===== src/rtl/sync_counter_pkg.sv =====
// rtl/sync_counter_pkg.sv - shared width, terminal value and count type for sync_counter3
`timescale 1ns/100ps
package sync_counter_pkg;
    localparam int CNT_W = 3;
    localparam logic [CNT_W-1:0] CNT_MAX = 3'd7;
    typedef logic [CNT_W-1:0] cnt_t;
endpackage


===== src/rtl/sync_tff.sv =====
// rtl/sync_tff.sv - T flip-flop with asynchronous active-high clear that loads init
`timescale 1ns/100ps
module sync_tff (
    input  logic clock,
    input  logic clear,
    input  logic t,
    input  logic init,
    output logic q
);
    always_ff @(posedge clock or posedge clear) begin
        if (clear) begin
            q <= init;
        end else if (t) begin
            q <= ~q;
        end
    end
endmodule


===== src/rtl/sync_counter3.sv =====
// rtl/sync_counter3.sv - 3-bit synchronous up-counter built from T flip-flops
// Optional terminal-count output tc is built when SYNC_COUNTER3_TC_EN is defined.
`timescale 1ns/100ps
module sync_counter3
    import sync_counter_pkg::*;
#(
    parameter cnt_t RESET_VALUE = 3'b000
) (
    input  logic clock,
    input  logic clear,
    input  logic enable,
    output logic Y0,
    output logic Y1,
    output logic Y2
`ifdef SYNC_COUNTER3_TC_EN
    ,
    output logic tc
`endif
);
    cnt_t q;
    cnt_t t;

    // Each bit toggles only when enable and every lower bit are set.
    always_comb begin
        t    = '0;
        t[0] = enable;
        t[1] = enable & q[0];
        t[2] = enable & q[0] & q[1];
    end

    for (genvar i = 0; i < CNT_W; i++) begin : g_bit
        sync_tff u_tff (
            .clock (clock),
            .clear (clear),
            .t     (t[i]),
            .init  (RESET_VALUE[i]),
            .q     (q[i])
        );
    end

    assign Y0 = q[0];
    assign Y1 = q[1];
    assign Y2 = q[2];

`ifdef SYNC_COUNTER3_TC_EN
    // Gated by clear so a RESET_VALUE of 7 cannot flag a wrap during reset.
    assign tc = enable & ~clear & (q == CNT_MAX);
`else
`endif
endmodule


===== config.mk =====
export PLATFORM = sky130hd
export DESIGN_NAME = sync_counter3
export DESIGN_NICKNAME = d
export VERILOG_FILES = /design/src/rtl/sync_counter_pkg.sv /design/src/rtl/sync_tff.sv /design/src/rtl/sync_counter3.sv
export SDC_FILE = /design/constraint.sdc
export NUM_CORES = 1
export LEC_CHECK = 0
export CORE_AREA = 2 2 39 41
export CTS_CLUSTER_SIZE = 28
export DETAILED_ROUTE_END_ITERATION = 10
export DIE_AREA = 0 0 41 43
export GPL_TIMING_DRIVEN = 0
export PLACE_DENSITY = 0.36
export SYNTH_ARGS = -nofsm -noshare
export SYNTH_HDL_FRONTEND = slang
export SYNTH_SLANG_ARGS = --single-unit

===== constraint.sdc =====
create_clock -name clock -period 0.8 [get_ports clock]
set_input_delay 0.08 -clock clock [delete_from_list [all_inputs] [get_ports clock]]
set_output_delay 0.08 -clock clock [all_outputs]
set_load 0.05 [all_outputs]

Yosys cells after proc, flatten, opt, wreduce, memory -nomap -nowiden. Index checks and enable logic that the tools add are counted.

Register bits: 3. Output and inout bits: 3. Word-level logic and storage cells: 8.

Bitwise operators: 5.

Operators by type and width (count): $not A1 Y1 (3); $and A1 B1 Y1 (2).

Logic depth before layout (Yosys ltp). Gate-level depths: netlist (run 1).

Depth in word-level cells: 2. Mapped depth: 2. Depth with buffers taken out: 2.

Least setup slack after synthesis (run 1). No wires, ideal clock.

Path type: register to register. Start point: reg g_bit[0].u_tff.q. End point: reg g_bit[2].u_tff.q. Setup time: 0.140 ns. Arrival: 0.950 ns. Data required time: 0.660 ns. Setup slack: -0.290 ns. Cell stages (with the launch flop): 3. Path buffers: 0. Clock period less this slack: 1.090 ns. Path through: dfrtp_1 > nand3_1 > xnor2_1.

Word-level cells in the longest chain between the ends: 2.

Ends and longest elaborated chain: start: declaration (RTL line sync_tff.sv:8) `output logic q`; start signal: assignment (RTL line sync_tff.sv:12) `q <= init;`; start signal: assignment (RTL line sync_tff.sv:14) `q <= ~q;`; $and A1 B1 Y1 (2 in a row) (RTL line sync_counter3.sv:28) `t[2] = enable & q[0] & q[1];`; end signal: assignment (RTL line sync_tff.sv:12); end signal: assignment (RTL line sync_tff.sv:14); end: declaration (RTL line sync_tff.sv:8).

No other way between the ends. A chain may end at the register's enable or synchronous reset.

Worst setup path after layout (run 1).
Start point: reg g_bit[0].u_tff.q. End point: out Y0.

RTL lines: end: declaration (RTL line sync_counter3.sv:12) `output logic Y0,`.

No word-level cell between the ends.

==> results of run 1 <==
## cell usage in the layout, fill, tap and decap left out
| cell | count |
|---|---|
| dfrtp_1 | 1 |
| xor2_1 | 1 |
| dfrtp_2 | 2 |
| buf_6 | 4 |
| inv_1 | 1 |
| buf_4 | 2 |
| nand2_1 | 1 |
| clkbuf_4 | 3 |
| nand3_2 | 1 |
| clkdlybuf4s50_1 | 2 |
| xnor2_1 | 2 |
| clkbuf_1 | 1 |
## worst max-delay path by stage
| stage | end | slack, ns |
|---|---|---|
| finish | Y0 | -0.07 |
| global route | Y1 | -0.11 |
| CTS | Y1 | -0.07 |
| detailed placement | Y0 | -0.47 |
| global placement | Y0 | -0.47 |
| floorplan | g_bit[2].u_tff.q$_DFFE_PP0P_ | -0.10 |
## layout make-up
cell class | instances | area share (%)
Sequential cell | 3 | 31.3
Multi-Input combinational cell | 5 | 16.2
Timing Repair Buffer | 8 | 32.3
Inverter | 1 | 1.52
Tap cell | 16 | 8.08
Clock buffer | 4 | 10.6
## layer usage
| layer | up-vias | global-route usage (%) |
|---|---|---|
| li1 | 51 | - |
| met4 | 0 | 10.0 |
| met5 | - | 0 |
| met3 | 4 | 4.71 |
| met1 | 49 | 3.54 |
| met2 | 8 | 4.69 |
## logic make-up after synthesis
logic type,count (synthesis)
buffers and inverters,1
flip-flops,3
AND/OR/NAND/NOR,2
XOR/XNOR,3
## cell usage after synthesis (all sizes together)
master  n
dfrtp   3
nand3   1
nand2   1
xnor2   2
inv     1
xor2    1
## repair_timing
| item | CTS | global route |
|---|---|---|
| resized for setup | 21 | 1 |
| cloned | 0 | 0 |
| endpoints found under the setup margin | 3 | 6 |
| setup buffers | 3 | 0 |
| pin swaps | 0 | 1 |
## through the flow
stage                     TNS (ns)  cells
after floorplan             -0.214      9
after global placement       -1.67     30
after detailed placement     -1.73     30
after CTS                   -0.192     37
after global routing        -0.315     37
final                       -0.177     37
==> impl_metrics.py, run 1 <==
metrics = {
    "clocking": {
        "cts_root_buffer": "clkbuf_4",
        "clkTransAtPathRegs_ns": 0.04,
        "cts_buffers": 3,
        "cts_tree": "done",
        "ctsHoldBuffers": 0,
        "htree_levels": 1,
        "clock_latency_ns": 0.23,
        "cts.sinks": 3,
        "clockBufferDepth": 2,
    },
    "cells_and_area": {
        "regArea_um2": 77.6,
        "drive_gt1_share_pct": 57.1,
        "multi_input_area_um2": 40.0,
        "fin_util_pct": 17.9,
        "n_antenna_cell": 0,
        "layout.nets": 25,
        "largest_register": "g_bit.u_tff.q",
        "finalInstanceArea_um2": 248,
        "largest_register_ffs": 3,
        "nFillCells": 156,
        "area_growth_pct": 118,
        "top_regs": "g_bit.u_tff.q x3",
    },
    "synth": {
        "synth-xor-area-share_pct": 23.1,
        "syn-num-nets": 12,
        "syn_area_per_cell_um2": 12.7,
        "synth_top_family_by_area": "XOR/XNOR gates",
        "synth_mux_area_share_pct": 0,
        "synth-simple-area-share_pct": 7.69,
        "synth_top_cell_area_share_pct": 65.9,
        "yosysUniqueCellTypes": 6,
        "ys_top_cells_by_area": "dfrtp_1 (66%), xnor2_1 (15%), xor2_1 (7.7%)",
        "ys_ff_latch": 3,
        "syn_area_um2": 114,
        "synth_warnings": 0,
        "synth_compound_area_share_pct": 0,
        "synth_largest_area_cell": "dfrtp_1",
        "synthCells": 9,
        "synthAdderAreaFrac_pct": 0,
        "ys_seq_area_share_pct": 65.9,
    },
    "critical_path": {
        "path_max_fanout": 2,
        "cp_data_arrival_time_ns": 0.79,
        "startpoint": "g_bit[0].u_tff.q$_DFFE_PP0P_",
        "crit_buf_inv": 1,
        "critPathTopFamily": "flip-flops",
        "cp.depth": 1,
        "crit_path_top_delay_cell": "dfrtp_2",
        "start_kind": "register",
        "crit_path_end_kind": "output pin",
        "reg2reg_to": "g_bit[2].u_tff.q$_DFFE_PP0P_",
        "reg2reg_depth": 3,
        "slowest_delay_ns": 0.40,
        "critPathKind": "register to output pin",
        "critPathRequiredTime_ns": 0.72,
        "r2r_slack_ns": 0.02,
        "r2r_start": "g_bit[1].u_tff.q$_DFFE_PP0P_",
        "path_cells": "buf_6",
    },
    "floorplan": {
        "core_um2": 1380,
        "start_util_pct": 8.23,
        "die_h_um": 43,
        "num_rows": 14,
        "die_w_um": 41,
        "boundaryPins": 6,
        "die_area_um2": 1760,
    },
    "global_routing": {
        "grt_usage_pct": 5.02,
        "first_global_vias": 111,
        "grt_max_degree": 4,
        "antenna_found_initial": 0,
        "grt_pass1_wl_um": 434,
        "grt_overflow": 0,
    },
    "detailed_routing": {
        "dr_wl_met2_um": 97,
        "drtAntennaViolNets": 0,
        "first_iter_violations": 1,
        "drt_pass1_iterations": 2,
        "met1Wirelength_um": 92,
        "dr.max_layer_used": "met4",
        "wl_per_cell_um": 6.97,
        "dr_wl_met3_um": 43,
        "drt-total-wl_um": 258,
        "vias_per_cell": 3.03,
        "drc": 0,
        "vias": 112,
    },
    "status": {
        "violations": "negative setup slack",
        "run_status": "complete, but fails checks",
    },
    "sta": {
        "drv_slew": 0,
        "slew_headroom_pct": 90.4,
        "clock.fmax_ghz": 1.15,
        "final.setup.worst_slack_ns": -0.0687,
        "hold_viol": 0,
        "layout_min_cycle_time_ns": 0.869,
        "period_share_pct": 109,
        "setup_viol": 3,
        "tightest_slew_ns": 0.144,
        "hold_ws_ns": 0.0179,
        "fin_worst_skew_ns": 0.000107,
        "rsz0062_at_grt": "true",
    },
    "place": {
        "post_dp_cell_area_um2": 191,
        "numPortBuffers": 5,
        "gp_congestion": 0.467,
        "dp_slack_ns": -0.469,
    },
    "hold_path": {
        "worstHoldPathType": "input pin to asynchronous set/reset pin",
    },
    "job": {
        "maxCapViolations": 0,
    },
}
Power of run 1 is not shown: default switching activity piles up to over one toggle a cycle in this logic, so the estimate is an artifact.
==> run 2, diff against run 1 <==
Settings changed: SLEW_MARGIN set to 0.
==> results of run 2 <==
No change in the layout: final DEF, timing and power equal those of run 1.
Power of run 2 is left out for the same reason.
